===== src/rtl/seq_shifter_if.sv =====
`default_nettype none
// ============================================================================
// Module      : seq_shifter_if
// Description : Request/result bundle between a shift requester and
//               seq_shifter.
// Revision    : 1.0 - initial release
// ============================================================================
interface seq_shifter_if #(
    parameter int WIDTH = 16,
    parameter int SHW   = $clog2(2*WIDTH)
);
    logic                 start;
    logic [1:0]           mode;
    logic [SHW-1:0]       amt;
    logic [WIDTH-1:0]     a;
    logic [2*WIDTH-1:0]   res;
    logic                 busy;
    logic                 done;

    modport master (
        output start, mode, amt, a,
        input  res, busy, done
    );

    modport slave (
        input  start, mode, amt, a,
        output res, busy, done
    );
endinterface
`default_nettype wire


===== src/rtl/seq_shifter.sv =====
`default_nettype none
// ============================================================================
// Module      : seq_shifter
// Description : Bit-serial shifter; one 1-bit shift/rotate per clock on a
//               double-width result register.
// Revision    : 1.0 - initial release
// ============================================================================
module seq_shifter #(
    parameter int WIDTH = 16,
    parameter int SHW   = $clog2(2*WIDTH)
) (
    input  logic          clk,
    input  logic          reset,
    seq_shifter_if.slave  bus
);

    localparam int             c_RW  = 2 * WIDTH;
    localparam logic [SHW-1:0] c_ONE = {{(SHW-1){1'b0}}, 1'b1};

    typedef enum logic [1:0] {
        IDLE  = 2'd0,
        SHIFT = 2'd1,
        DONE  = 2'd2
    } state_t;

    state_t            r_state;
    logic [c_RW-1:0]   r_res;
    logic [SHW-1:0]    r_count;
    logic [1:0]        r_mode;
    logic              r_busy;
    logic              r_done;

    logic [c_RW-1:0]   w_shifted;
    logic [c_RW-1:0]   w_load;

    // Arithmetic-right mode pre-extends the sign so the upper half behaves
    // like a signed 2*WIDTH operand from the first shift on.
    always_comb begin
        w_load = {{WIDTH{1'b0}}, bus.a};
        if (bus.mode == 2'b10) begin
            w_load = {{WIDTH{bus.a[WIDTH-1]}}, bus.a};
        end
    end

    always_comb begin
        w_shifted = r_res;
        case (r_mode)
            2'b00:   w_shifted = {r_res[c_RW-2:0], 1'b0};
            2'b01:   w_shifted = {1'b0, r_res[c_RW-1:1]};
            2'b10:   w_shifted = {r_res[c_RW-1], r_res[c_RW-1:1]};
            default: w_shifted = {r_res[c_RW-2:0], r_res[c_RW-1]};
        endcase
    end

    always_ff @(posedge clk) begin
        if (reset) begin
            r_state <= IDLE;
            r_res   <= '0;
            r_count <= '0;
            r_mode  <= 2'b00;
            r_busy  <= 1'b0;
            r_done  <= 1'b0;
        end else begin
            case (r_state)
                IDLE, DONE: begin
                    if (bus.start) begin
                        r_mode <= bus.mode;
                        r_res  <= w_load;
                        if (bus.amt == '0) begin
                            r_state <= DONE;
                            r_count <= '0;
                            r_busy  <= 1'b0;
                            r_done  <= 1'b1;
                        end else begin
                            r_state <= SHIFT;
                            r_count <= bus.amt;
                            r_busy  <= 1'b1;
                            r_done  <= 1'b0;
                        end
                    end else begin
                        r_state <= IDLE;
                        r_busy  <= 1'b0;
                        r_done  <= 1'b0;
                    end
                end
                SHIFT: begin
                    // Start is deliberately not looked at here.
                    r_res   <= w_shifted;
                    r_count <= r_count - c_ONE;
                    if (r_count == c_ONE) begin
                        r_state <= DONE;
                        r_busy  <= 1'b0;
                        r_done  <= 1'b1;
                    end
                end
                default: begin
                    r_state <= IDLE;
                    r_busy  <= 1'b0;
                    r_done  <= 1'b0;
                end
            endcase
        end
    end

    assign bus.res  = r_res;
    assign bus.busy = r_busy;
    assign bus.done = r_done;

endmodule
`default_nettype wire


===== src/flat_wrapper.sv =====
// flat-port wrapper written by rule: the top's interface ports become plain ports
module seq_shifter_flat 
#(
    parameter int WIDTH = 16,
    parameter int SHW   = $clog2(2*WIDTH)
)
  (clk, reset, bus_start, bus_mode, bus_amt, bus_a, bus_res, bus_busy, bus_done);
  seq_shifter_if #(.WIDTH(WIDTH), .SHW(SHW)) bus_i ();
  input  logic clk;
  input  logic reset;
  input wire logic [$bits(bus_i.start)-1:0] bus_start;
  input wire logic [$bits(bus_i.mode)-1:0] bus_mode;
  input wire logic [$bits(bus_i.amt)-1:0] bus_amt;
  input wire logic [$bits(bus_i.a)-1:0] bus_a;
  output wire logic [$bits(bus_i.res)-1:0] bus_res;
  output wire logic [$bits(bus_i.busy)-1:0] bus_busy;
  output wire logic [$bits(bus_i.done)-1:0] bus_done;
  assign bus_i.start = bus_start;
  assign bus_i.mode = bus_mode;
  assign bus_i.amt = bus_amt;
  assign bus_i.a = bus_a;
  assign bus_res = bus_i.res;
  assign bus_busy = bus_i.busy;
  assign bus_done = bus_i.done;
  seq_shifter #(.WIDTH(WIDTH), .SHW(SHW)) u_core (.clk(clk), .reset(reset), .bus(bus_i));
endmodule

===== config.mk =====
export PLATFORM = sky130hd
export DESIGN_NAME = seq_shifter_flat
export DESIGN_NICKNAME = d
export VERILOG_FILES = /design/src/rtl/seq_shifter_if.sv /design/src/rtl/seq_shifter.sv /design/src/flat_wrapper.sv
export SDC_FILE = /design/constraint.sdc
export NUM_CORES = 1
export LEC_CHECK = 0
export CAP_MARGIN = 20
export CORE_MARGIN = 4
export CORE_UTILIZATION = 44
export DETAILED_ROUTE_END_ITERATION = 10
export HOLD_SLACK_MARGIN = 0.06
export PLACE_DENSITY = 0.85
export RECOVER_POWER = 100
export SLEW_MARGIN = 40
export SYNTH_ARGS = -nofsm -noshare
export SYNTH_HDL_FRONTEND = slang
export SYNTH_SLANG_ARGS = --single-unit

===== constraint.sdc =====
create_clock -name clk -period 1.2 [get_ports clk]
set_input_delay 0.24 -clock clk [delete_from_list [all_inputs] [get_ports clk]]
set_output_delay 0.24 -clock clk [all_outputs]
set_load 0.02 [all_outputs]

# ---- Word-level counts from Yosys, hierarchy flattened
# Index checks and enable logic that the tools add are counted.
dict set report op_classes {
  eq_ne 9
  muxes 19
  reduce_logical 8
  n_addsub 1
}
# operator count
set ops {}
lappend ops {{case mux 32 bit (3 select lines)} 1}
lappend ops {{2-to-1 mux 32 bit} 2}
lappend ops {{case mux 32 bit (2 select lines)} 1}
lappend ops {{2-to-1 mux 5 bit} 2}
lappend ops {{case mux 5 bit (2 select lines)} 1}
lappend ops {{equality test 2 bit (second input constant)} 3}
lappend ops {{2-to-1 mux 1 bit} 6}
lappend ops {{2-to-1 mux 2 bit} 3}
lappend ops {{equality test 5 x 1 -> 1 bit (second input constant)} 1}
lappend ops {{logical NOT 5 bit} 1}
lappend ops {{subtractor 5 x 1 -> 5 bit (second input constant)} 1}
lappend ops {{equality test 2 x 1 -> 1 bit (second input constant)} 2}
lappend ops {{logical NOT 2 bit} 2}
lappend ops {{!= test 2 bit (second input constant)} 2}
lappend ops {{case mux 1 bit (2 select lines)} 2}
lappend ops {{case mux 2 bit (2 select lines)} 1}
lappend ops {{AND reduction 2 bit} 2}
lappend ops {{AND reduction 3 bit} 1}
lappend ops {{!= test 2 x 1 -> 1 bit (second input constant)} 1}
lappend ops {{nonzero test 2 bit} 1}
lappend ops {{OR reduction 2 bit} 1}
dict set report word_totals {
  input_bits 26
  output_inout_bits 34
  elab_cells 44
  reg_bits 43
}

# ---- Depth between registers and ports, before layout
dict set report depth {
  word_depth 4
  depth_mapped 5
  ltp_nobuf 5
}

# ---- Worst setup path after synthesis
# No wires, ideal clock.
dict set report synth_timing {
  path_type {register to register}
  from {register u_core.bus.done (netlist name)}
  to {register u_core.r_count[3]}
  t_required_ns 1.067
  path_slack_ns -0.198
  synth_period_minus_slack_ns 1.398
  stages_incl_launch_ff 6
  t_arrival_ns 1.266
  setup_ns 0.133
  n_path_buf 2
  path_cell_list {dfxtp_1 -> and2b_1 -> buf_4 -> buf_4 -> a32oi_1 -> a31oi_1}
}
# element line_no
set synth_rtl {}
lappend synth_rtl {{end signal: assignment} seq_shifter.sv:76} ;# r_count <= bus.amt;
lappend synth_rtl {{end signal: assignment} seq_shifter.sv:89} ;# r_count <= r_count - c_ONE;
lappend synth_rtl {{end: declaration} seq_shifter.sv:28} ;# logic [SHW-1:0] r_count;

==> qor.txt <==
HPWL Detailed: 4.859 mm
Fin crit period: 1.497 ns
Die area: 6451 µm²
Met2 wire len: 4.719 mm
Post-Syn Area: 2301 µm²
Detailed router's first-iteration violation count: 242
Worst Setup EP: u_core.bus.res[22]$_SDFFE_PP0P_
Slew HR: 80.94%
RePlAce Congestion: 0.8659
Placed cells: 430
Crit share post-route: 124.8%
Final Setup Violations: 38
Setup crit end kind: flop
Static leakage: 1.497 nW
CP Launch Type: flop
Top_reg_cell synth: dfxtp_1
Clock latency on the worst-skew pair: 0.30 ns
Req. time, crit path: 1.39 ns
Achievable Freq: 667.8 MHz
Max Slew Vio Count: 0
R2R setup slack: -0.30 ns
Die width: 80.32 µm
P per Cell Area: 1149 nW/µm²
TritonCTS clock tree: built
Crit Reg-Reg Startpoint: u_core.bus.done$_SDFFE_PP0P_
Post-DR wirelength/cell: 20.55 µm
Core area: 5075 µm²
Vias: 2,817
Drc violations: 0
Commonest cells after routing, fill and taps aside: buf_4, dfxtp_1, nand2_1
Metal-1 WL: 3.513 mm
Root Driver: clkbuf_8
Post-layout util: 77.66%
Overall die height: 80.32 µm
Syn nets: 297
Clock-pin slew on the worst setup and hold paths: 0.08 ns
Routed Antenna Nets: 0
Non-Filler Instances: 451
Failing checks: setup timing
Slew @ Worst Pin: 0.2840 ns
Synth area leaders: dfxtp_1, a311oi_1, nand3_1
Sequential area share after synthesis: 35.67%
Highest metal used: met4
Min-delay worst type: primary input to flop
Number of synthesized flops with an enable pin: 0
Largest net degree at the start of global routing: 43
Number of diodes: 0
Unique cell type count in the Yosys netlist: 42
Met3 routed WL: 728 µm
Total power draw: 4.530 mW
Crit path kind: flop to flop
Post-synth top area share: 35.67%
Clock Path Buffers: 2
Pre-antenna DRT Iters: 5
Status: complete, but fails checks
CP Max Fanout: 10
Yosys top cell by area: dfxtp_1
Synth warnings: 0
Most common cell after layout, fill and taps aside: buf_4
GRT overflow: 0
First-pass GRT wire length: 12.26 mm
H-tree levels: 2
Vias in the first global route: 2,590
Initial antenna violation count: 0
Nets: 410
Final hold slack: 0.3923 ns
Yosys reg bits: 41
FFs w/ async S/R, synth: 0%
Cell count after synthesis: 269
Filler cells: 327
Unrepaired setup endpoints after global routing: true
Starting Density: 45.34%
Cell Rows: 26
Max-Cap Viols: 0
Final Hold Fails: 0
Global Route Usage Sum: 24.15%
IO buf count: 59
Avg Cell Area, Syn: 8.554 µm²
FF/Latch Area: 838.3 µm²
Area delta synth->final: 71.29%
R2r worst-path depth: 4
Hold path cells: 3
Maximum VDD drop: 0.0007946 V
Area occupied by multi-input gates: 1638 µm²
Io pins: 60
Fraction of layout cells with a size suffix above 1: 43.83%
Worst R2R End: u_core.bus.res[22]$_SDFFE_PP0P_
Clock skew: 0.009105 ns
WL final: 9.267 mm
Post-DR vias/cell: 6.246
Final worst slack: -0.2975 ns
Crit path DAT: 1.69 ns
Cts bufs inserted: 5
Critical path launch point: u_core.bus.done$_SDFFE_PP0P_
Clk sinks: 41
## cells in the mapped netlist, types with 2 or more instances
library cell	n
nor3_1	17
nand3_1	33
a211oi_1	16
buf_6	2
a2bb2oi_1	2
buf_2	9
nor3b_1	2
and2b_1	2
nand2_1	35
clkbuf_1	7
dfxtp_1	41
nor2_1	3
inv_1	3
o21ai_0	2
or3_1	2
a32oi_1	2
and3b_1	17
ha_1	2
a311oi_1	30
buf_4	13
a21oi_1	8
## sequential cells by signal, indices dropped and copies added (netlist names)
name,flops
u_core.r_count,5
u_core.r_mode,2
u_core.bus.done,1
u_core.bus.res,32
u_core.bus.busy,1
## layer usage
metal | global-route usage (%) | up-vias
met2 | 43.13 | 172
met4 | 8.277 | 0
met1 | 29.45 | 1352
met3 | 3.363 | 46
met5 | 0 | -
li1 | - | 1247
## final cells by class
type	count	area share (%)
sequential	41	21.27
multi-input combinational	195	41.56
timing repair buffer	136	32.79
inverter	3	0.2857
clock buffer	5	1.746
clock inverter	1	0.1270
tap	70	2.222
## how the worst min path moves through the flow
| stage | start | end | slack, ns |
|---|---|---|---|
| floorplan | bus_mode[0] | u_core.r_mode[0]$_SDFFE_PP0P_ | 0.38 |
| global placement | u_core.r_count[1]$_SDFFE_PP0P_ | u_core.r_count[1]$_SDFFE_PP0P_ | 0.47 |
| detailed placement | u_core.r_count[1]$_SDFFE_PP0P_ | u_core.r_count[1]$_SDFFE_PP0P_ | 0.51 |
| CTS | bus_amt[1] | u_core.r_count[1]$_SDFFE_PP0P_ | 0.41 |
| global route | bus_amt[1] | u_core.r_count[1]$_SDFFE_PP0P_ | 0.39 |
| finish | bus_amt[1] | u_core.r_count[1]$_SDFFE_PP0P_ | 0.39 |
## where the power goes
| group | internal, mW | switching [mW] |
|---|---|---|
| Sequential | 1.51 | 0.125 |
| Clock | 0.383 | 0.468 |
| Combinational | 0.992 | 1.05 |
## logic make-up after synthesis
group | Yosys count | synth area share [%]
adder cells (fa/ha/maj) | 2 | 1.087
multiplexers | 1 | 0.4350
XOR/XNOR | 2 | 1.414
buffers and inverters | 34 | 8.809
AO/OA/AOI/OAI | 69 | 23.82
AND/OR/NAND/NOR | 120 | 28.77
flip-flops | 41 | 35.67
## timing repair
item	CTS	global route
endpoints found under the setup margin	73	65
gates resized for setup	110	76
cloned	3	6
buffers inserted	3	3
pin swaps	22	15
hold buffers	0	0
## critical path: stages (launching register included)
cell and delay [ns]:
dfxtp_4 0.37, and2b_4 0.37, clkbuf_16 0.20, nand3_1 0.12, a311oi_1 0.34
## metrics by stage
step | cell area, µm² | setup slack, ns | setup TNS (ns)
finish | 3941 | -0.2975 | -4.143
global route | 3941 | -0.3414 | -5.821
CTS | 3699 | -0.1308 | -2.636
floorplan | 2397 | -0.01955 | -0.4399
global placement | 3407 | -0.4408 | -12.84
detailed placement | 3407 | -0.4844 | -14.69
Note: power is estimated with default switching activity, not from simulation.
